--- src/rtl/regfile_dump_reader.sv ---
// regfile_dump_reader
// Walks the register file read port through every index once per start pulse
// and streams each register out as an (index, data) beat on a valid/ready port.
// All outputs are registered; reset is asynchronous and active low.
module regfile_dump_reader #(
    parameter int unsigned NUM_REGS  = 32,
    parameter int unsigned ADDR_W    = 5,
    parameter int unsigned DATA_W    = 32,
    parameter bit          SKIP_ZERO = 1'b0
) (
    input  logic              clock,
    input  logic              reset_n,
    input  logic              start,
    input  logic              abort,
    output logic [ADDR_W-1:0] rf_addr,
    input  logic [DATA_W-1:0] rf_data,
    output logic              out_valid,
    input  logic              out_ready,
    output logic [ADDR_W-1:0] out_index,
    output logic [DATA_W-1:0] out_data,
    output logic              busy,
    output logic              done
);

    // The walk ends on NUM_REGS-1, not on the top of the index range,
    // so a non power-of-two register count never wraps idx.
    localparam logic [ADDR_W-1:0] FIRST_IDX = ADDR_W'(SKIP_ZERO ? 1 : 0);
    localparam logic [ADDR_W-1:0] LAST_IDX  = ADDR_W'(NUM_REGS - 1);

    typedef enum logic [1:0] {
        ST_IDLE,
        ST_READ,
        ST_SEND,
        ST_DONE
    } state_t;

    state_t            state;
    state_t            next_state;
    logic [ADDR_W-1:0] idx;

    // State register
    always_ff @(posedge clock or negedge reset_n) begin
        if (!reset_n) begin
            state <= ST_IDLE;
        end else begin
            state <= next_state;
        end
    end

    // Next-state decode; abort outranks out_ready and start
    always_comb begin
        next_state = state;
        unique case (state)
            ST_IDLE: begin
                if (start && !abort) begin
                    next_state = ST_READ;
                end
            end
            ST_READ: begin
                next_state = abort ? ST_IDLE : ST_SEND;
            end
            ST_SEND: begin
                if (abort) begin
                    next_state = ST_IDLE;
                end else if (out_ready) begin
                    next_state = (idx == LAST_IDX) ? ST_DONE : ST_READ;
                end
            end
            ST_DONE: begin
                next_state = ST_IDLE;
            end
        endcase
    end

    // Registered outputs and walk index, updated from the current state and
    // the decided next state so busy/done line up with the state they describe
    always_ff @(posedge clock or negedge reset_n) begin
        if (!reset_n) begin
            idx       <= '0;
            rf_addr   <= '0;
            out_valid <= 1'b0;
            out_index <= '0;
            out_data  <= '0;
            busy      <= 1'b0;
            done      <= 1'b0;
        end else begin
            busy <= (next_state == ST_READ) || (next_state == ST_SEND);
            done <= (next_state == ST_DONE);
            unique case (state)
                ST_IDLE: begin
                    if (next_state == ST_READ) begin
                        idx     <= FIRST_IDX;
                        rf_addr <= FIRST_IDX;
                    end else begin
                        rf_addr <= '0;
                    end
                end
                ST_READ: begin
                    if (abort) begin
                        out_valid <= 1'b0;
                        rf_addr   <= '0;
                    end else begin
                        out_data  <= rf_data;
                        out_index <= idx;
                        out_valid <= 1'b1;
                    end
                end
                ST_SEND: begin
                    if (abort) begin
                        out_valid <= 1'b0;
                        rf_addr   <= '0;
                    end else if (out_ready) begin
                        out_valid <= 1'b0;
                        if (idx != LAST_IDX) begin
                            idx     <= idx + 1'b1;
                            rf_addr <= idx + 1'b1;
                        end
                    end
                end
                ST_DONE: begin
                    rf_addr <= '0;
                end
            endcase
        end
    end

endmodule
--- config.mk ---
export PLATFORM = sky130hd
export DESIGN_NAME = regfile_dump_reader
export DESIGN_NICKNAME = d
export VERILOG_FILES = /design/src/rtl/regfile_dump_reader.sv
export SDC_FILE = /design/constraint.sdc
export NUM_CORES = 1
export LEC_CHECK = 0
export CAP_MARGIN = 20
export CORE_UTILIZATION = 45
export DETAILED_ROUTE_END_ITERATION = 10
export GPL_TIMING_DRIVEN = 0
export PLACE_DENSITY = 0.82
export SLEW_MARGIN = 20
export SYNTH_ARGS = -nofsm -noshare
export SYNTH_HDL_FRONTEND = slang
export SYNTH_SLANG_ARGS = --single-unit
--- constraint.sdc ---
create_clock -name clock -period 3.9 [get_ports clock]
set_input_delay 0.78 -clock clock [delete_from_list [all_inputs] [get_ports clock]]
set_output_delay 0.78 -clock clock [all_outputs]
set_load 0.01 [all_outputs]
# ---- After elaboration in Yosys (flattened, before gate mapping)
# Index checks and enable logic that the tools add are counted.
dict set report word_totals {
  reg_bits 52
  latchBits 0
  mem_bits_rw 0
  romBits 0
  inputBits 37
  word_cells 54
  memories 0
}
dict set report op_classes {
  add_sub_neg 1
  mul 0
  div 0
  magnitude_cmp 0
  n_eq_ne 15
  shift 0
  muxes 18
  bitwise_logic 1
  n_reduce_logical 11
}
# cell n
set ops {}
lappend ops {{two-way mux 5 bit} 6}
lappend ops {{case mux 5 bit (3 select lines)} 1}
lappend ops {{two-way mux 2 bit} 5}
lappend ops {{inequality test 2 bit, second input constant} 5}
lappend ops {{case mux 5 bit (2 select lines)} 1}
lappend ops {{== test 2 bit, second input constant} 4}
lappend ops {{case mux 2 bit (4 select lines)} 1}
lappend ops {{inequality test 3 bit, second input constant} 2}
lappend ops {{adder 5 x 1 -> 5 bit, second input constant} 1}
lappend ops {{== test 5 bit, second input constant} 1}
lappend ops {{inequality test 5 bit, second input constant} 1}
lappend ops {{AND reduction 5 bit} 1}
lappend ops {{== test 2 x 1 -> 1 bit, second input constant} 2}
lappend ops {{AND reduction 2 bit} 2}
lappend ops {{nonzero test 2 bit} 2}
lappend ops {{two-way mux 1 bit} 3}
lappend ops {{AND reduction 3 bit} 1}
lappend ops {{zero test 2 bit} 1}
lappend ops {{case mux 1 bit (2 select lines)} 1}
lappend ops {{OR reduction 2 bit} 1}
lappend ops {{logical AND 1 bit} 1}
lappend ops {{zero test 1 bit} 1}
lappend ops {{logical OR 1 bit} 1}
lappend ops {{inverter 1 bit} 1}

# ---- Logic depth before layout (Yosys ltp)
dict set report logic_depth {
  word_depth 8
  depth_mapped 10
  depth_no_buf 10
}

# ---- Least setup slack after synthesis
# OpenSTA, ideal clock, no wires.
dict set report synth_timing {
  kind {reg-to-reg}
  start {reg idx[0]}
  end {reg idx[0]}
  arrival_ps 2148
  path_slack_ps 1618
  path_stages_with_launch 11
  path_buffers 0
  period_less_slack_ps 2282
  path_cell_list {dfrtp_1 -> ha_1 -> and3_1 -> ha_1 -> nand2b_1 -> a21oi_1 -> or2_2 -> ha_1 -> nand2b_1 -> a21oi_1 -> mux2i_1}
}
dict set report synth_via {
  elab_chain_cells 8
}
# item line
set synth_rtl {}
lappend synth_rtl {{start, declared} 39} ;# logic [ADDR_W-1:0] idx;
lappend synth_rtl {{start signal, assigned} 115} ;# idx <= idx + 1'b1;
lappend synth_rtl {{== test 5 bit} 66} ;# next_state = (idx == LAST_IDX) ? ST_DONE : ST_READ;
lappend synth_rtl {{two-way mux 2 bit} 66}
lappend synth_rtl {{two-way mux 2 bit} 65} ;# end else if (out_ready) begin
lappend synth_rtl {{two-way mux 2 bit} 63} ;# if (abort) begin
lappend synth_rtl {{case mux 2 bit (4 select lines)} 53} ;# unique case (state)
lappend synth_rtl {{== test 2 x 1 -> 1 bit} 91} ;# if (next_state == ST_READ) begin
lappend synth_rtl {{inequality test 2 bit (no line)} --}
lappend synth_rtl {{AND reduction 5 bit (no line)} --}
# Parallel ways exist; a longest one is shown, timed or not. The select of a mux whose other input is x is not followed.
# A chain may end at the register's enable or synchronous reset.

# ---- Worst setup path in the final report
dict set report layout_timing {
  start {reg idx[0]}
  end {reg idx[4]}
}
# Same word-level chain as after synthesis.

==> results.toml <==
[status]
status = "finished, violations left"
violations = "DRC"

[synth]
syn_avg_cell_area_sq_um = 14.43
ys_types = 29
synth_ff_type = "dfrtp_1"
yosysSeqAreaShare_pct = 61.36
ys_warn_count = 0
synth_enable_flop_cells = 0
synth_nets = 188
synth-seq-cells = 52
yosys.area.top_type = "dfrtp_1"
synthTopCellsByArea = "dfrtp_1, mux2_2, mux2_1, ha_1, inv_1"
yosys-top-cells-count = "dfrtp_1, mux2_2, inv_1"
syn_area_sq_um = 2121
netlist_instances = 147
synth_top_area_share_pct = 61.36
async_flop_share_pct = 100.0
synth_most_common_cell = "dfrtp_1"

[pwr]
pwr-share-comb_pct = 28.7
p_int_mw = 1.155
vdd_drop_max_mv = 0.2466
powerDensity_nw_per_um2 = 491.2
p_clk_share_pct = 25.9
p_sw_mw = 0.3776
p_leak_nw = 1.321
p_seq_share_pct = 45.4
swShare_pct = 24.64

[die]
core.rowCount = 24
dieWidth_um = 70.65
start_util_pct = 47.72
dieArea_sq_um = 4991
core-area_sq_um = 4444
die_h_um = 70.65
pin_count = 82

[routing]
first_pass_iters = 7
antenna_left = 0
drc = 22
vias = 1452
wire_per_inst_um = 14.45
drt_iter0_drc = 40
wirelength_mm = 4.161
vias_per_cell = 5.042

[placement]
port_buffers = 81
dp_cells = 280
pre_cts_slack_ns = 1.013
gp_congestion = 0.8249
hpwl_mm = 3.078

[cts]
cts_resized = 0
cts_hold_buf = 0
cts_sinks = 52
cts_tree = "yes"
cts.path.max_buffers = 2
post_cts_buffers = 0
clkLatencyLatePin_ns = 0.30
numCtsBuffers = 5
htreeDepth = 2
ctsRootBufferMaster = "clkbuf_8"
path_clk_slew_ns = 0.09

[timing]
fin_crit_ns = 2.657
rsz0062_at_grt = "no"
finalCritPeriodShare_pct = 68.12
slew_headroom_pct = 57.31
max_slew.worst_pin.slew_ns = 0.6404
skew_ns = 0.01010
finalSetupViolCount = 0
slew_violations = 0
timing.final.ws_setup_ns = 1.243
fmaxAchievable_mhz = 376.4
finalHoldViolations = 0
tns_ns = 0

[global_route]
antenna_found_initial = 0
grtUsageTotal_pct = 17.78
grt_pass1_vias = 1462
grt_overflow_total = 0
grt_max_degree = 53
grt_first_pass_wirelength_mm = 6.913

[final_layout]
fin_nets = 276
syn2layout_area_growth_pct = 47.14
post-route-util_pct = 70.21
fin_cells = 288
diodes = 0
drive_gt1_share_pct = 20.34

[worst_setup_path]
setup.worst_path.start_class = "flip-flop"
cp.required_ns = 4.06
crit_start = "idx[0]"
path_max_fanout = 7
r2r-start = "idx[0]"
cp-end-kind = "flip-flop"
arrival_ns = 2.82
worst-setup-path-type = "reg2reg"

[run]
maxCapViolCount = 0

[min_path]
hold_class = "in2async"
[power by group through the flow]
stage                     combinational [mW]  clock [mW]  sequential [mW]
final                                  0.439       0.397            0.697
after global routing                   0.467       0.430            0.714
after CTS                              0.445       0.405            0.699
after detailed placement               0.444           0            0.710
after global placement                 0.438           0            0.703
after floorplan                        0.115           0            0.757
[worst paths after layout]
check / endpoint / slack [ns] / cells after the start
setup / recovery: idx[4] / 1.24 / 10
hold / removal: out_data[12] / 0.49 / 1
setup reg to reg: idx[4] / 1.24 / 10
hold reg to reg: out_data[14] / 0.49 / 1
max in group asynchronous: out_index[2] / 2.97 / 1
min in group clock: out_data[14] / 0.49 / 1
[sequential cells by signal, summed over array words and instances, names as in the netlist]
| name | count |
|---|---|
| out_data | 32 |
| idx | 5 |
| out_index | 5 |
| rf_addr | 5 |
| state | 2 |
| busy | 1 |
| done | 1 |
| out_valid | 1 |
[cell usage in the layout (no fill, tap or decap)]
master / netlist / routed
buf_2: 1 / 1
o22ai_1: 1 / 1
o32ai_1: 3 / 3
mux2i_1: 3 / 3
a21oi_1: 3 / 3
inv_1: 9 / 9
o2bb2ai_1: 1 / 1
nor3b_1: 1 / 1
nand2_1: 2 / 2
mux2_2: 32 / 32
nand2b_1: 2 / 2
dfrtp_1: 52 / 52
bufinv_16: 0 / 1
nor3_4: 1 / 1
nand4bb_1: 1 / 1
o21ai_0: 3 / 3
nor2_1: 1 / 1
clkbuf_8: 0 / 7
mux2_1: 5 / 5
xnor2_1: 2 / 2
inv_2: 1 / 1
o31ai_1: 3 / 3
buf_4: 0 / 1
ha_1: 4 / 4
buf_6: 3 / 3
or2_2: 1 / 1
clkbuf_1: 1 / 1
o2111ai_1: 1 / 1
nor3_1: 1 / 1
nand3_1: 3 / 3
and3_1: 1 / 1
nor2b_1: 5 / 5
clkdlybuf4s50_1: 0 / 80
[stage by stage]
step	total power, mW	hold slack [ns]	area (sq um)
after floorplan	0.8723	0.4844	2121
after global placement	1.140	0.4684	2997
after detailed placement	1.154	0.4741	2994
after CTS	1.549	0.4946	3120
after global routing	1.611	0.5105	3120
final	1.533	0.4914	3120
[critical path, stage by stage (launching register included)]
cell and delay (ns):
dfrtp_1 0.44, ha_1 0.25, and3_1 0.20, ha_1 0.22
nand2b_1 0.16, a21oi_1 0.39, or2_2 0.20, ha_1 0.16
nand2b_1 0.06, a21oi_1 0.32, o21ai_0 0.13
[cells by family (layout without fill, tap and decap cells)]
group / after synthesis / count (layout) / synth area share (%)
AO/OA/AOI/OAI: 15 / 15 / 4.838
XOR/XNOR: 2 / 2 / 0.8261
adder cells (fa/ha/maj): 4 / 4 / 2.360
buffers and inverters: 15 / 104 / 3.775
flip-flops: 52 / 52 / 61.36
multiplexers: 40 / 40 / 21.06
AND/OR/NAND/NOR: 19 / 19 / 5.782
[layout make-up]
cell class	instances	area (sq um)
clock inverter	1	30.03
inverter	10	37.54
fill	364	1324
sequential	52	1301
multi-input combinational	80	739.5
buffer	5	42.54
timing repair buffer	81	808.3
clock buffer	7	96.34
tap	52	65.06
[routing by layer]
metal  vias to the layer above  GRT usage (%)  routed length [um]
li1                        690              -                   -
met1                       699          23.05                1880
met2                        57          29.67                1919
met3                         6          5.413                 323
met4                         0          4.222                  37
met5                         -              0                   0
No activity file was read; power rests on OpenSTA's default activity.
==> RTL edit 1 (same settings) <==
Make the reset (`reset_n`) synchronous in 2 clocked blocks. Comments in the files are not updated.
--- a/src/rtl/regfile_dump_reader.sv
+++ b/src/rtl/regfile_dump_reader.sv
@@ -40,5 +40,5 @@
 
     // State register
-    always_ff @(posedge clock or negedge reset_n) begin
+    always_ff @(posedge clock) begin
         if (!reset_n) begin
             state <= ST_IDLE;
@@ -75,5 +75,5 @@
     // Registered outputs and walk index, updated from the current state and
     // the decided next state so busy/done line up with the state they describe
-    always_ff @(posedge clock or negedge reset_n) begin
+    always_ff @(posedge clock) begin
         if (!reset_n) begin
             idx       <= '0;
Behaviour: differs if reset_n is asserted again (counterexample within 4 cycles, from zero or initial values and one cycle with reset_n low); with reset_n held inactive, the same outputs for 10 cycles.
==> RTL edit 1 against the original RTL <==
- the run still ends with DRC left
- synthesized area rose by 1.1%
- cell count rose by 31%
- worst setup slack improved by 0.28 ns
- synthesized cell count rose by 63%
- routed wire length rose by 14%
- sequential cell count did not move
- sequential share of layout area fell by 8.0 points
- largest cell class unchanged
- count of clock-buffer cells in the layout fell by 1
- design area fell by 1.1%
- worst hold slack got worse by 0.036 ns
- critical path type unchanged
- first-iteration DRC count rose by 35%
- critical path depth rose by 2
Power is not compared: it rests on default switching activity, and its combinational part moved more than twofold at a synthesized area within 25%.
==> RTL edit 1: results (changes against the original RTL) <==
Run status
  – Status: finished with violations
  – Failing checks: DRC

Detailed routing
  – Drt wl/cell: 12.5 µm (-13%)
  – TritonRoute pass-1 iters: 10 (+3)
  – M1 wire length: 2.14 mm (+14%)
  – Met2 routed wirelength: 2.27 mm (+18%)
  – DRC Markers: 8 (-64%)

Synth
  – Synth Area in Adders: 0.0234 (-0.000248)
  – Post-Synth XOR/XNOR Area: 0.00409 (-0.00417)
  – Synth unique cells: 30 (+3.4%)
  – Top_reg_cell synth: dfxtp_1
  – Compound-Gate Fraction of Synth Area: 0.170 (+0.122)
  – Post-synth top cells: nand2_1 (83), dfxtp_1 (52), a21boi_0 (31)

Worst hold path
  – Worst hold path type: flop to flop

GRT
  – Vias in the first global route: 1826 (+25%)
  – First-pass GRT wire length: 8.02 mm (+16%)
  – Largest net degree at the start of global routing: 15 (-72%)
  – GRT Resource Usage Total: 0.200 (+0.0227)

Worst setup path
  – Crit path DAT: 2.60 ns (-0.22 ns)

Place
  – Dpl hpwl: 3.41 mm (+11%)
  – DP Area: 0.00301 mm² (+0.50%)
  – Port bufs: 80 (-1.2%)
  – Routability cong.: 0.861 (+4.3%)

Layout
  – Final Net Count: 367 (+33%)

Timing
  – Setup Skew: 0.00418 ns (-0.00592 ns)
  – Worst slew pin tran: 0.510 ns (-0.131 ns)
RTL edit 1: changes by cell type after synthesis, moves of 5 or more:
cell / change
nand2_1: +81
dfrtp_1: -52
dfxtp_1: +52
mux2_2: -32
a21boi_0: +31
a21boi_1: +8
inv_1: -8
and2_1: +5
clkbuf_1: +5
mux2_1: -5
RTL edit 1: worst paths after layout:
path                              from                         to  slack (ns)  cells after the start
min          out_index[4]$_SDFFE_PN0P_  out_index[4]$_SDFFE_PN0P_        0.46                      2
max reg2reg        idx[0]$_SDFFE_PN0P_        idx[3]$_SDFFE_PN0P_        1.52                     12
max                idx[0]$_SDFFE_PN0P_        idx[3]$_SDFFE_PN0P_        1.52                     12
min reg2reg  out_index[4]$_SDFFE_PN0P_  out_index[4]$_SDFFE_PN0P_        0.46                      2
RTL edit 1: through the flow:
step	worst slack, ns	instances
after CTS	1.52	378
after detailed placement	1.21	371
final	1.52	378
after global placement	1.29	371
after floorplan	1.83	239
after global routing	1.30	378
RTL edit 1: layout make-up:
type	count	area, µm²
Tap cell	52	65.1
Clock inverter	1	5.00
Sequential cell	52	1040
Fill cell	387	1390
Multi-Input combinational cell	172	981
Buffer	14	118
Clock buffer	6	72.6
Timing Repair Buffer	80	801
Inverter	1	3.75
RTL edit 1: worst max-delay path, stage by stage (launching register included):
cell and delay (ns):
dfxtp_1 0.48, ha_1 0.25, and3_1 0.18, ha_1 0.14, nor2b_1 0.07, o21ai_2 0.20, nor2b_1 0.15, buf_2 0.20
inv_1 0.06, ha_1 0.21, nand2_1 0.12, nand3b_1 0.08, a21boi_0 0.17
RTL edit 1: report_power, final:
group / internal (W) / leakage [nW] / switching [W]
sequential: 0.000540 / 0.420 / 0.00000571
clock: 0.000122 / 0.0410 / 0.000164
combinational: 0.0000654 / 0.633 / 0.0000393
total: 0.000727 / 1.09 / 0.000209
==> RTL edit 2 (config.mk and constraints unchanged) <==
Made on the original files. The parameter `DATA_W` goes from 32 to 24.
--- a/src/rtl/regfile_dump_reader.sv
+++ b/src/rtl/regfile_dump_reader.sv
@@ -6,5 +6,5 @@
     parameter int unsigned NUM_REGS  = 32,
     parameter int unsigned ADDR_W    = 5,
-    parameter int unsigned DATA_W    = 32,
+    parameter int unsigned DATA_W    = 24,
     parameter bit          SKIP_ZERO = 1'b0
 ) (
Interface: changed (resized out_data and rf_data); port bits go from 82 to 66. No check against the original RTL was run, so the function may have changed too.
==> RTL edit 2 against the original RTL <==
- sequential cell count is 8 lower
- design area is 14% lower
- combinational power is 15% lower
- non-clock buffer count is 15 lower
- highest routed layer unchanged
- via count is 11% lower
- power is 19% lower
- worst setup slack better by 0.023 ns
- routed wire length is 5.5% lower
- clock power is 27% lower
- synthesized area is 12% lower
- worst hold slack worse by 0.13 ns
- die area is 11% lower
==> RTL edit 2: results (changes against the original RTL) <==
Detailed routing
  – Initial drt markers: 61 (+53%)
  – Drt wl/cell: 15.4 µm (+6.7%)
  – Vias per cell: 5.09 (+1.0%)
  – TritonRoute pass-1 iters: 4 (-3)

Worst hold path
  – Worst hold path type: input port to asynchronous set/reset pin

Clocking
  – CTS resizes: 0 (unchanged)
  – Clk_lat worst skew: 0.29 ns
  – Clock Path Buffers: 2 (unchanged)
  – Clock slew at reported path FFs: 0.08 ns
  – H-tree depth: 2 (unchanged)
  – Post-CTS Setup Repair Bufs: 0 (unchanged)
  – CTS Buf Count: 5 (unchanged)
  – Root buf cell: clkbuf_8

Synth
  – Syn Nets: 164 (-13%)
  – Synth unique cells: 33 (+14%)
  – Ranking of synthesized cells by area: dfrtp_1 (59%), mux2_2 (11%), mux2_4 (8.0%)
  – Top_reg_cell synth: dfrtp_1
  – Asr flop ratio synth: 1.00 (unchanged)
  – Synthesis warning total: 0 (unchanged)
  – Post-synth top cells: dfrtp_1 (44), mux2_2 (19), mux2_4 (10)
  – Sequential share of the synthesized area: 0.588 (-0.0253)

Layout
  – Layout cells sized above 1: 0.224 (+0.0210)
  – Final Net Count: 237 (-14%)
  – Antenna Cells: 0 (unchanged)
  – Largest register by flop count: out_data
  – Max FFs per register: 24 (-25%)
  – Fillers: 300 (-18%)

GRT
  – Largest net degree at the start of global routing: 35 (-34%)
  – Antenna violations before repair: 0 (unchanged)
  – First-pass GRT wire length: 6.20 mm (-10%)
  – GRT Resource Usage Total: 0.193 (+0.0150)
  – Vias in the first global route: 1383 (-5.4%)

Place
  – Port bufs: 65 (-20%)
  – Routability cong.: 0.836 (+1.3%)
  – Dpl hpwl: 2.98 mm (-3.3%)

Run status
  – Status: finished, final reports clean

Timing
  – Slew HR: 0.703 (+0.130)
  – Setup Skew: 0.00462 ns (-0.00548 ns)
  – WHS: 0.364 ns (-0.127 ns)

Power and ir drop
  – Lkg Pwr: 1.16 nW (-12%)
  – VDD IR-drop max: 0.000223 V (-9.4%)

Worst setup path
  – Crit Path Max Fanout: 7 (unchanged)
  – Crit path DAT: 2.79 ns (-0.03 ns)
  – Worst R2R Setup Slack: 1.27 ns (+0.02 ns)
==> RTL edit 2: cell count changes in the layout (fill, tap and decap cells not counted), moves of 2 or more <==
cell and delta:
dfrtp_1 -8, mux2_2 -13, buf_6 -2, mux2_1 -5, buf_12 +2, mux2_4 +10, clkdlybuf4s50_1 -16
==> RTL edit 2: logic make-up after synthesis <==
group | synth area share
compound gates | 0.0568
xor+xnor | 0.00936
fa+ha+maj | 0.0267
buf+inv | 0.0454
flops | 0.588
mux | 0.211
simple gates | 0.0628
==> RTL edit 2: through the flow <==
step,total power (W),area (µm²),setup WS [ns],cells,utilization
5_1_grt,0.00131,2690,1.13,255,0.673
3_5_place_dp,0.000972,2600,1.05,247,0.650
2_1_floorplan,0.000742,1870,1.72,131,-
3_3_place_gp,0.000951,2580,1.04,246,0.646
6_report,0.00125,2690,1.27,255,0.673
4_1_cts,0.00126,2690,1.28,255,0.673
==> RTL edit 2: worst paths after layout <==
check / depth (start not counted) / to / from
setup / recovery: 10 / idx[0]$_DFFE_PN0P_ / idx[0]$_DFFE_PN0P_
hold / removal: 1 / out_data[3]$_DFFE_PN0P_ / reset_n
setup reg to reg: 10 / idx[0]$_DFFE_PN0P_ / idx[0]$_DFFE_PN0P_
hold reg to reg: 1 / out_data[15]$_DFFE_PN0P_ / out_data[15]$_DFFE_PN0P_
max in group asynchronous: 2 / idx[2]$_DFFE_PN0P_ / reset_n
min in group clock: 1 / out_data[15]$_DFFE_PN0P_ / out_data[15]$_DFFE_PN0P_
==> RTL edit 2: cell type report <==
| class | instances | area share |
|---|---|---|
| timing repair buffer | 66 | 0.247 |
| clock inverter | 1 | 0.00279 |
| clock buffer | 7 | 0.0320 |
| tap | 50 | 0.0232 |
| inverter | 10 | 0.0139 |
| buffer | 5 | 0.0176 |
| multi-input combinational | 72 | 0.255 |
| sequential | 44 | 0.409 |
==> RTL edit 2: metal layers <==
layer,GRT usage,wire length [µm],share of wire
met3,0.0514,241,0.061
met2,0.324,2000,0.51
met1,0.235,1630,0.42
met4,0.0771,53,0.013
met5,0,0,0
==> RTL edit 2: critical path, cell delays in order, from the launching register on <==
cell and delay (ns):
dfrtp_1 0.45, ha_1 0.27, and3_1 0.20, ha_1 0.22
nand2b_1 0.17, a21oi_2 0.34, or2_2 0.18, ha_1 0.15
nand2b_1 0.06, a21oi_1 0.33, mux2i_1 0.14
==> RTL edit 2: power breakdown <==
part	internal (W)	switching (W)
Combinational	0.000243	0.000130
Sequential	0.000539	0.0000465
Clock	0.000144	0.000144
Total	0.000926	0.000321
